===== config.mk =====
export PLATFORM = sky130hd
export DESIGN_NAME = dcache_refill_ctrl_flat
export DESIGN_NICKNAME = d
export VERILOG_FILES = /design/src/rtl/dcache_refill_ctrl_pkg.sv /design/src/rtl/dcache_refill_ctrl_if.sv /design/src/rtl/dcache_refill_ctrl.sv /design/src/flat_wrapper.sv
export SDC_FILE = /design/constraint.sdc
export NUM_CORES = 1
export LEC_CHECK = 0
export BUFFER_PORTS_ARGS = -buffer_cell sky130_fd_sc_hd__buf_4
export CORE_UTILIZATION = 38
export CTS_CLUSTER_SIZE = 28
export DETAILED_ROUTE_END_ITERATION = 8
export PLACE_DENSITY = 0.66
export SLEW_MARGIN = 20
export SYNTH_ARGS = -nofsm -noshare
export SYNTH_HDL_FRONTEND = slang
export SYNTH_SLANG_ARGS = --single-unit

===== constraint.sdc =====
create_clock -name clock -period 3.3 [get_ports clock]
set_input_delay 0.165 -clock clock [delete_from_list [all_inputs] [get_ports clock]]
set_output_delay 0.165 -clock clock [all_outputs]
set_load 0.1 [all_outputs]

===== src/rtl/dcache_refill_ctrl_pkg.sv =====
// Shared widths, refill FSM encoding and helpers for the data-cache miss handler.
// Also used by the cache arrays so both sides agree on the index/tag split.
package dcache_refill_ctrl_pkg;

   localparam int ADDR_W   = 32;
   localparam int INDEX_W  = 3;
   localparam int OFFSET_W = 3;
   localparam int TAG_W    = ADDR_W - INDEX_W - OFFSET_W;
   localparam int WORD_W   = 32;
   localparam int LINE_W   = 2 * WORD_W;

   localparam logic [OFFSET_W-1:0] WORD0_OFS = 3'b000;
   localparam logic [OFFSET_W-1:0] WORD1_OFS = 3'b100;

   typedef enum logic [1:0] {
      IDLE = 2'd0,
      RD0  = 2'd1,
      RD1  = 2'd2,
      FILL = 2'd3
   } refill_state_t;

   function automatic logic [31:0] sat_inc(input logic [31:0] v);
      return (v == 32'hFFFF_FFFF) ? v : v + 32'd1;
   endfunction

endpackage


===== src/rtl/dcache_refill_ctrl_if.sv =====
// Pipeline, main-memory and cache-fill signals of the refill controller.
// The controller sits on the slave side; pipeline/memory/bench drive the master side.
interface dcache_refill_ctrl_if;
   import dcache_refill_ctrl_pkg::*;

   logic                MemRead;
   logic [ADDR_W-1:0]   endereco;
   logic                cache_hit;
   logic                mem_req;
   logic [ADDR_W-1:0]   mem_addr;
   logic                mem_ready;
   logic [WORD_W-1:0]   mem_rdata;
   logic                fill_we;
   logic [INDEX_W-1:0]  fill_index;
   logic [TAG_W-1:0]    fill_tag;
   logic [LINE_W-1:0]   fill_data;
   logic                stall_refill;
   logic [31:0]         miss_count;

   modport slave (
      input  MemRead, endereco, cache_hit, mem_ready, mem_rdata,
      output mem_req, mem_addr, fill_we, fill_index, fill_tag, fill_data,
             stall_refill, miss_count
   );

   modport master (
      output MemRead, endereco, cache_hit, mem_ready, mem_rdata,
      input  mem_req, mem_addr, fill_we, fill_index, fill_tag, fill_data,
             stall_refill, miss_count
   );

endinterface


===== src/rtl/dcache_refill_ctrl.sv =====
// Read-miss handler for the 8-line x 64-bit direct-mapped data cache: fetches the
// block as two words over req/ready and writes data, tag and valid in one strobe.
//
//   state | meaning
//   IDLE  | waiting for a load that misses
//   RD0   | requesting word 0 of the block (offset 0)
//   RD1   | requesting word 1 of the block (offset 4)
//   FILL  | fill_we high for one cycle, line written
module dcache_refill_ctrl
   import dcache_refill_ctrl_pkg::*;
(
   input  logic                 clock,
   input  logic                 reset,
   dcache_refill_ctrl_if.slave  bus
);

   refill_state_t state, state_next;

   logic miss_seen;
   logic latch_miss;
   logic take_w0;
   logic take_w1;

   logic [TAG_W-1:0]   tag_q;
   logic [INDEX_W-1:0] index_q;
   logic [WORD_W-1:0]  word0_q;

   logic               mem_req_q;
   logic [ADDR_W-1:0]  mem_addr_q;
   logic               fill_we_q;
   logic [INDEX_W-1:0] fill_index_q;
   logic [TAG_W-1:0]   fill_tag_q;
   logic [LINE_W-1:0]  fill_data_q;
   logic [31:0]        miss_count_q;

   logic               unused_byte_ofs;

   assign miss_seen       = bus.MemRead & ~bus.cache_hit;
   assign unused_byte_ofs = ^bus.endereco[OFFSET_W-1:0];

   always_ff @(posedge clock) begin
      if (reset) state <= IDLE;
      else       state <= state_next;
   end

   always_comb begin
      state_next = state;
      latch_miss = 1'b0;
      take_w0    = 1'b0;
      take_w1    = 1'b0;
      case (state)
         IDLE: begin
            if (miss_seen) begin
               latch_miss = 1'b1;
               state_next = RD0;
            end
         end
         RD0: begin
            if (bus.mem_ready) begin
               take_w0    = 1'b1;
               state_next = RD1;
            end
         end
         RD1: begin
            if (bus.mem_ready) begin
               take_w1    = 1'b1;
               state_next = FILL;
            end
         end
         FILL:    state_next = IDLE;
         default: state_next = IDLE;
      endcase
   end

   // Request and fill outputs are loaded one cycle ahead of the state they belong to.
   always_ff @(posedge clock) begin
      if (reset) begin
         tag_q        <= '0;
         index_q      <= '0;
         word0_q      <= '0;
         mem_req_q    <= 1'b0;
         mem_addr_q   <= '0;
         fill_we_q    <= 1'b0;
         fill_index_q <= '0;
         fill_tag_q   <= '0;
         fill_data_q  <= '0;
         miss_count_q <= '0;
      end else begin
         fill_we_q <= take_w1;
         if (latch_miss) begin
            tag_q        <= bus.endereco[ADDR_W-1 -: TAG_W];
            index_q      <= bus.endereco[OFFSET_W +: INDEX_W];
            mem_req_q    <= 1'b1;
            mem_addr_q   <= {bus.endereco[ADDR_W-1:OFFSET_W], WORD0_OFS};
            miss_count_q <= sat_inc(miss_count_q);
         end
         if (take_w0) begin
            word0_q    <= bus.mem_rdata;
            mem_addr_q <= {tag_q, index_q, WORD1_OFS};
         end
         if (take_w1) begin
            mem_req_q    <= 1'b0;
            fill_index_q <= index_q;
            fill_tag_q   <= tag_q;
            fill_data_q  <= {bus.mem_rdata, word0_q};
         end
      end
   end

   assign bus.mem_req      = mem_req_q;
   assign bus.mem_addr     = mem_addr_q;
   assign bus.fill_we      = fill_we_q;
   assign bus.fill_index   = fill_index_q;
   assign bus.fill_tag     = fill_tag_q;
   assign bus.fill_data    = fill_data_q;
   assign bus.miss_count   = miss_count_q;
   assign bus.stall_refill = (state != IDLE) | miss_seen;

endmodule


===== src/flat_wrapper.sv =====
// flat-port wrapper written by rule: the top's interface ports become plain ports
module dcache_refill_ctrl_flat import dcache_refill_ctrl_pkg::*;
  (clock, reset, bus_MemRead, bus_endereco, bus_cache_hit, bus_mem_ready, bus_mem_rdata, bus_mem_req, bus_mem_addr, bus_fill_we, bus_fill_index, bus_fill_tag, bus_fill_data, bus_stall_refill, bus_miss_count);
  dcache_refill_ctrl_if bus_i ();
  input  logic clock;
  input  logic reset;
  input wire logic [$bits(bus_i.MemRead)-1:0] bus_MemRead;
  input wire logic [$bits(bus_i.endereco)-1:0] bus_endereco;
  input wire logic [$bits(bus_i.cache_hit)-1:0] bus_cache_hit;
  input wire logic [$bits(bus_i.mem_ready)-1:0] bus_mem_ready;
  input wire logic [$bits(bus_i.mem_rdata)-1:0] bus_mem_rdata;
  output wire logic [$bits(bus_i.mem_req)-1:0] bus_mem_req;
  output wire logic [$bits(bus_i.mem_addr)-1:0] bus_mem_addr;
  output wire logic [$bits(bus_i.fill_we)-1:0] bus_fill_we;
  output wire logic [$bits(bus_i.fill_index)-1:0] bus_fill_index;
  output wire logic [$bits(bus_i.fill_tag)-1:0] bus_fill_tag;
  output wire logic [$bits(bus_i.fill_data)-1:0] bus_fill_data;
  output wire logic [$bits(bus_i.stall_refill)-1:0] bus_stall_refill;
  output wire logic [$bits(bus_i.miss_count)-1:0] bus_miss_count;
  assign bus_i.MemRead = bus_MemRead;
  assign bus_i.endereco = bus_endereco;
  assign bus_i.cache_hit = bus_cache_hit;
  assign bus_i.mem_ready = bus_mem_ready;
  assign bus_i.mem_rdata = bus_mem_rdata;
  assign bus_mem_req = bus_i.mem_req;
  assign bus_mem_addr = bus_i.mem_addr;
  assign bus_fill_we = bus_i.fill_we;
  assign bus_fill_index = bus_i.fill_index;
  assign bus_fill_tag = bus_i.fill_tag;
  assign bus_fill_data = bus_i.fill_data;
  assign bus_stall_refill = bus_i.stall_refill;
  assign bus_miss_count = bus_i.miss_count;
  dcache_refill_ctrl u_core (.clock(clock), .reset(reset), .bus(bus_i));
endmodule

==> results_dict.tcl, run 1 <==
set metrics [dict create \
    outcome "complete, no violations" \
    drt-pass1-iter-count 4 \
    dp.cells 1277 \
    finalHoldWorstSlack_ps 119 \
    start_util 0.389 \
    crit_arrival_ps 3100 \
    cp-end-kind "flop" \
    rsz0062_at_grt "false" \
    synth_seq_area_share 0.560 \
    dp_hpwl_mm 13.5 \
    relSlewSlack 0.313 \
    reg2regPathDepth 7 \
    min_path_type "in -> reg" \
    power_mw 8.13 \
    startpoint_type "flop" \
    min_period_ps 2710 \
    fp.dieW_um 146 \
    clockBufferDepth 3 \
    yosysTopAreaCellShare 0.560 \
    drive_gt1_frac 0.258 \
    cts_tree "done" \
    cp_slowest_cell "or4_1" \
    regArea_sq_um 4400 \
    cts_htree_levels 1 \
    fin_crit_sh 0.822 \
    antenna_cells 0 \
    post-place-ws_ps 624 \
    io_buffers 223 \
    multi_input_area_sq_um 3210 \
    drtIter0Drc 329 \
    synth_common_cells "dfxtp_1 (220), nand2_1 (166), a22o_1 (93)" \
    r2r_setup_slack_ps 590 \
    antenna_left 0 \
    row_count 52 \
    grt_usage 0.199 \
    dominantRegCellSynth "dfxtp_1" \
    wl_per_cell_um 15.7 \
    crit_start "u_core.state[0]$_SDFFE_PP0P_" \
    routed_wl_mm 21.7 \
    setup_viol 0 \
    cp-endpoint "u_core.bus.miss_count[28]$_SDFFE_PP0P_" \
    worst-setup-path-type "reg -> reg" \
    report.final.slew_viol_count 0 \
    crit_buf_inv 1 \
    tightest_slew_ps 1030 \
    overflow 0 \
    post_cts_resized 0 \
    fin_setup_tns_ps 0 \
    yosys_warnings 0 \
    p_leak_nw 4.56 \
    stdcell_count 1380 \
    worst_path_largest_cell_delay_ps 740 \
    syn_area_sq_um 7870 \
    required_ps 3690 \
    final-hold-violation-count 0 \
    avgSynthCellArea_sq_um 9.39 \
    r2r_start "u_core.state[0]$_SDFFE_PP0P_" \
    power_density_nw_per_um2 730 \
    synth_edf_count 0 \
    fin_nets 1168 \
    ir_drop_uv 454 \
    cts.root.buffer_cell "clkbuf_16" \
    gp_congestion 0.846 \
    syn2layout_area_growth_pct 41.5 \
    fmax_ghz 0.369 \
    dr_total_vias 7082 \
    reg2reg_to "u_core.bus.miss_count[28]$_SDFFE_PP0P_" \
    drc 0 \
    path_clk_slew_ps 60 \
    maxCapViolations 0 \
    cts_num_sinks 220 \
    skew_ps 6.83 \
    vias_per_cell 5.13 \
    clk_latency_ps 500 \
    ys_seq_elements 220 \
    ys_async_sr_fraction 0 \
    cp_cell_sequence "inv_1 -> ha_1 -> nand3b_4 -> or4_1 -> or2_2 -> nor4_1 -> mux2_2" \
    antenna_found_initial 0 \
    die_y_um 146 \
    synth_area_leaders "dfxtp_1 (56%), a22o_1 (10%), nand2_1 (7.9%), a21oi_1 (5.5%), a311oi_1 (3.2%)" \
    yosysMostFrequentCell "dfxtp_1" \
    path_delay_family "simple AND/OR/NAND/NOR gates" \
    cp_max_fo 20 \
    grt_pass1_vias 6852 \
    grt_start_max_net_pins 91 \
    synthDistinctLibCells 44 \
    yosys.area.top_type "dfxtp_1" \
    grt_pass1_wl_mm 35.3 \
    syn-instance-count 838 \
    crit_cells 7 \
    ioPinCount 229 \
    core_sq_um 20200 \
    nFillCells 1766 \
    cts_buffers 24 \
    dieArea_sq_um 21300 \
    final.setup.worst_slack_ps 587 \
]
sequential cells by signal (all words and copies together), names as in the netlist, 2 cells and up:
signal,cells
u_core.word0_q,32
u_core.bus.fill_tag,26
u_core.bus.miss_count,32
u_core.tag_q,26
u_core.bus.mem_addr,30
u_core.state,2
u_core.index_q,3
u_core.bus.fill_index,3
u_core.bus.fill_data,64
where the power goes:
group          internal, mW  switching (mW)  leakage [nW]
Clock                  1.59            1.04         0.380
Combinational         0.557            1.87          2.40
Sequential             2.92           0.148          1.78
cells in the final DEF, fill, tap and decap left out, types with 2 or more instances in the layout:
master / count
buf_4: 234
dfxtp_1: 220
nand2_1: 165
a22o_1: 93
a21oi_1: 86
dlygate4sd3_1: 61
nor2_1: 49
a311oi_1: 29
clkbuf_16: 25
o21ai_0: 15
nand4_1: 14
or3_1: 13
nand3_1: 9
or4_1: 7
inv_1: 6
o31ai_1: 6
clkbuf_8: 6
xnor2_1: 5
ha_1: 5
clkbuf_1: 5
and3_1: 4
nor2b_1: 4
nor4_1: 4
and2_1: 3
a211oi_1: 3
or2_2: 3
mux2_2: 3
o41ai_1: 3
clkinvlp_4: 3
o21a_1: 2
nor3_1: 2
and4_1: 2
or4b_2: 2
conb_1: 2
clkinv_2: 2
repair_timing:
action                    in CTS  in global routing
hold buffers                  61                  0
hold endpoints to repair     122                  0
buffers inserted               0                  0
cells by family after synthesis:
group / count (synthesis) / synth area share
flops: 220 / 0.560
mux: 4 / 0.00557
other cells: 1 / 0.000477
compound gates: 239 / 0.216
xor+xnor: 5 / 0.00557
simple gates: 292 / 0.169
buf+inv: 72 / 0.0358
fa+ha+maj: 5 / 0.00795
worst min-delay path by stage:
stage	start	end	slack, ps	depth (start not counted)
floorplan	bus_mem_rdata[0]	u_core.bus.fill_data[32]$_SDFFE_PP0P_	290	1
global placement	bus_mem_rdata[13]	u_core.bus.fill_data[45]$_SDFFE_PP0P_	390	2
finish	reset	u_core.state[1]$_SDFFE_PP0P_	120	2
CTS	bus_mem_ready	u_core.state[0]$_SDFFE_PP0P_	110	3
global route	reset	u_core.state[1]$_SDFFE_PP0P_	140	2
detailed placement	bus_mem_rdata[13]	u_core.bus.fill_data[45]$_SDFFE_PP0P_	390	2
through the flow:
stage          area (sq um)  utilization
3_3_place_gp           9730        0.481
5_1_grt               11100        0.550
3_5_place_dp           9730        0.481
4_1_cts               11100        0.550
2_1_floorplan          7870            -
6_report              11100        0.550
layer usage:
layer	vias up	global-route usage	wire length (um)
li1	3508	-	-
met2	223	0.330	10100
met5	-	0	0
met4	0	0.0421	298
met3	23	0.0395	1440
met1	3328	0.269	9850
area by class of cell:
class	count	share of cell area
multi-input combinational	547	0.288
tap	270	0.0303
clock inverter	6	0.00562
sequential	220	0.396
timing repair buffer	295	0.213
inverter	6	0.00202
clock buffer	36	0.0653
(Power assumes the default switching activity.)
==> inputs of run 2 (changes only) <==
ABC_AREA = 1   (was not set)
PLACE_DENSITY = 0.67   (was 0.66)
clock period = 2.4 ns   (was 3.3 ns; I/O delays follow)
==> run 2 against run 1 <==
Against the previous run: the run now ends with DRC left; clock power increased by 44%; area after synthesis rose by 9.8%; worst hold slack worse by 99 ps.
==> results_dict.tcl, run 2 <==
set metrics [dict create \
    outcome "finished, violations left" \
    violations "DRC" \
    synth_edf_count 0 \
    grt_start_max_net_pins 95 \
    cts_buffers 24 \
    multi_input_area_sq_um 3670 \
    maxCapViolations 0 \
    grt_usage 0.211 \
    ys_seq_elements 220 \
    dp.cells 1593 \
    drtIter0Drc 387 \
    fmax_ghz 0.460 \
    synth_seq_area_share 0.510 \
    required_ps 2860 \
    antenna_left 0 \
    min_period_ps 2170 \
    post_cts_buffers 0 \
    yosys_warnings 0 \
    fin_nets 1477 \
    yosys.area.top_type "dfxtp_1" \
    avgSynthCellArea_sq_um 7.54 \
    synth_area_leaders "dfxtp_1 (51%), nand2_1 (14%), nand3_1 (8.7%), a21oi_1 (5.3%), o21ai_0 (3.8%)" \
    ir_drop_uv 592 \
    wl_per_cell_um 14.7 \
    dieArea_sq_um 23300 \
    ctsHoldBuffers 64 \
    largest_reg_flops 64 \
    final-hold-violation-count 0 \
    vias_per_cell 5.00 \
    busiest_layer "met2" \
    stdcell_count 1700 \
    skew_ps 15.0 \
    grt_pass1_vias 7950 \
    yosysMostFrequentCell "nand2_1" \
    finalHoldWorstSlack_ps 20.1 \
    dp_hpwl_mm 15.9 \
    yosysTopAreaCellShare 0.510 \
    synth_common_cells "nand2_1 (327), dfxtp_1 (220), nand3_1 (150)" \
    cts_htree_levels 1 \
    power_mw 11.0 \
    use_met3 0.0549 \
    syn-instance-count 1146 \
    nFillCells 2058 \
    antenna_found_initial 0 \
    dominantRegCellSynth "dfxtp_1" \
    cts.root.buffer_cell "clkbuf_16" \
    cp_max_fo 68 \
    startpoint_type "flop" \
    overflow 0 \
    row_count 54 \
    worst-setup-path-type "reg -> reg" \
    tightest_slew_ps 934 \
    power_density_nw_per_um2 920 \
    relSlewSlack 0.377 \
    ys_async_sr_fraction 0 \
    fp.dieW_um 153 \
    cts_tree "done" \
    report.final.slew_viol_count 0 \
    drive_gt1_frac 0.220 \
    syn2layout_area_growth_pct 39.0 \
    path_clk_slew_ps 60 \
    cts_num_sinks 220 \
    setup_viol 0 \
    postLayoutCellArea_sq_um 12000 \
    use_met2 0.346 \
    post-place-ws_ps 449 \
    clockBufferDepth 3 \
    drc 11 \
    place_area_sq_um 10500 \
    final_core_util 0.544 \
    cp-end-kind "flop" \
    io_buffers 223 \
    drt-pass1-iter-count 7 \
    post_cts_resized 0 \
    p_leak_nw 5.17 \
    die_y_um 153 \
    min_path_type "in -> reg" \
    grt_use_met1 0.266 \
    fin_setup_tns_ps 0 \
    grt_pass1_wl_mm 40.6 \
    synthDistinctLibCells 29 \
    ioPinCount 229 \
    final_cell_mix "nand2_1 (325), buf_4 (237), dfxtp_1 (220)" \
    crit_arrival_ps 2640 \
    fin_crit_sh 0.906 \
    regArea_sq_um 4400 \
    core_sq_um 22100 \
    gp_congestion 0.862 \
    routed_wl_mm 25.0 \
    start_util 0.391 \
    rsz0062_at_grt "false" \
    syn_area_sq_um 8640 \
    antenna_cells 0 \
    clk_latency_ps 520 \
    final_common_cell "nand2_1" \
    dr_total_vias 8496 \
    final.setup.worst_slack_ps 225 \
]
run 2: changes by cell type after synthesis, moves of 20 or more:
| cell | delta |
|---|---|
| a22o_1 | -93 |
| a311oi_1 | -29 |
| a31oi_1 | +29 |
| inv_1 | +56 |
| nand2_1 | +161 |
| nand3_1 | +141 |
| nor2_1 | +20 |
| o21ai_0 | +51 |
run 2: logic make-up (layout without fill, tap and decap cells):
family / Yosys count / count (layout) / share of synthesized area
simple gates: 587 / 587 / 0.297
buf+inv: 141 / 414 / 0.0683
fa+ha+maj: 5 / 5 / 0.00724
xor+xnor: 3 / 3 / 0.00304
flops: 220 / 220 / 0.510
compound gates: 189 / 189 / 0.115
other cells: 1 / 2 / 0.000434
run 2: cell type report:
| type | instances | share of cell area |
|---|---|---|
| Sequential cell | 220 | 0.367 |
| Inverter | 65 | 0.0205 |
| Multi-Input combinational cell | 786 | 0.305 |
| Clock buffer | 34 | 0.0573 |
| Timing Repair Buffer | 306 | 0.210 |
| Clock inverter | 9 | 0.0111 |
| Tap cell | 280 | 0.0292 |
run 2: critical path: stages, from the launching register on:
cell and delay (ps):
dfxtp_1 320, inv_1 120, ha_1 200, nand3_2 230, inv_2 160, buf_12 270
nand2_1 80, a21oi_1 120, dlygate4sd3_1 550
run 2: worst paths after layout:
check / to / cells past startpoint / slack, ps / from
setup / recovery: u_core.index_q[0]$_SDFFE_PP0P_ / 8 / 230 / u_core.state[0]$_SDFFE_PP0P_
hold / removal: u_core.bus.mem_addr[3]$_SDFFE_PP0P_ / 4 / 20 / bus_mem_ready
setup reg to reg: u_core.index_q[0]$_SDFFE_PP0P_ / 8 / 230 / u_core.state[0]$_SDFFE_PP0P_
hold reg to reg: u_core.word0_q[26]$_SDFFE_PP0P_ / 2 / 450 / u_core.word0_q[26]$_SDFFE_PP0P_
run 2: where the power goes:
| group | internal [mW] | switching [mW] |
|---|---|---|
| clock | 2.32 | 1.48 |
| sequential | 4.01 | 0.172 |
| combinational | 0.737 | 2.33 |
| total | 7.06 | 3.98 |
run 2: per-layer routing:
layer / vias up / wire, um
met5: - / 0
met4: 0 / 742
met3: 48 / 2050
met2: 283 / 11500
met1: 3897 / 10800
li1: 4268 / -
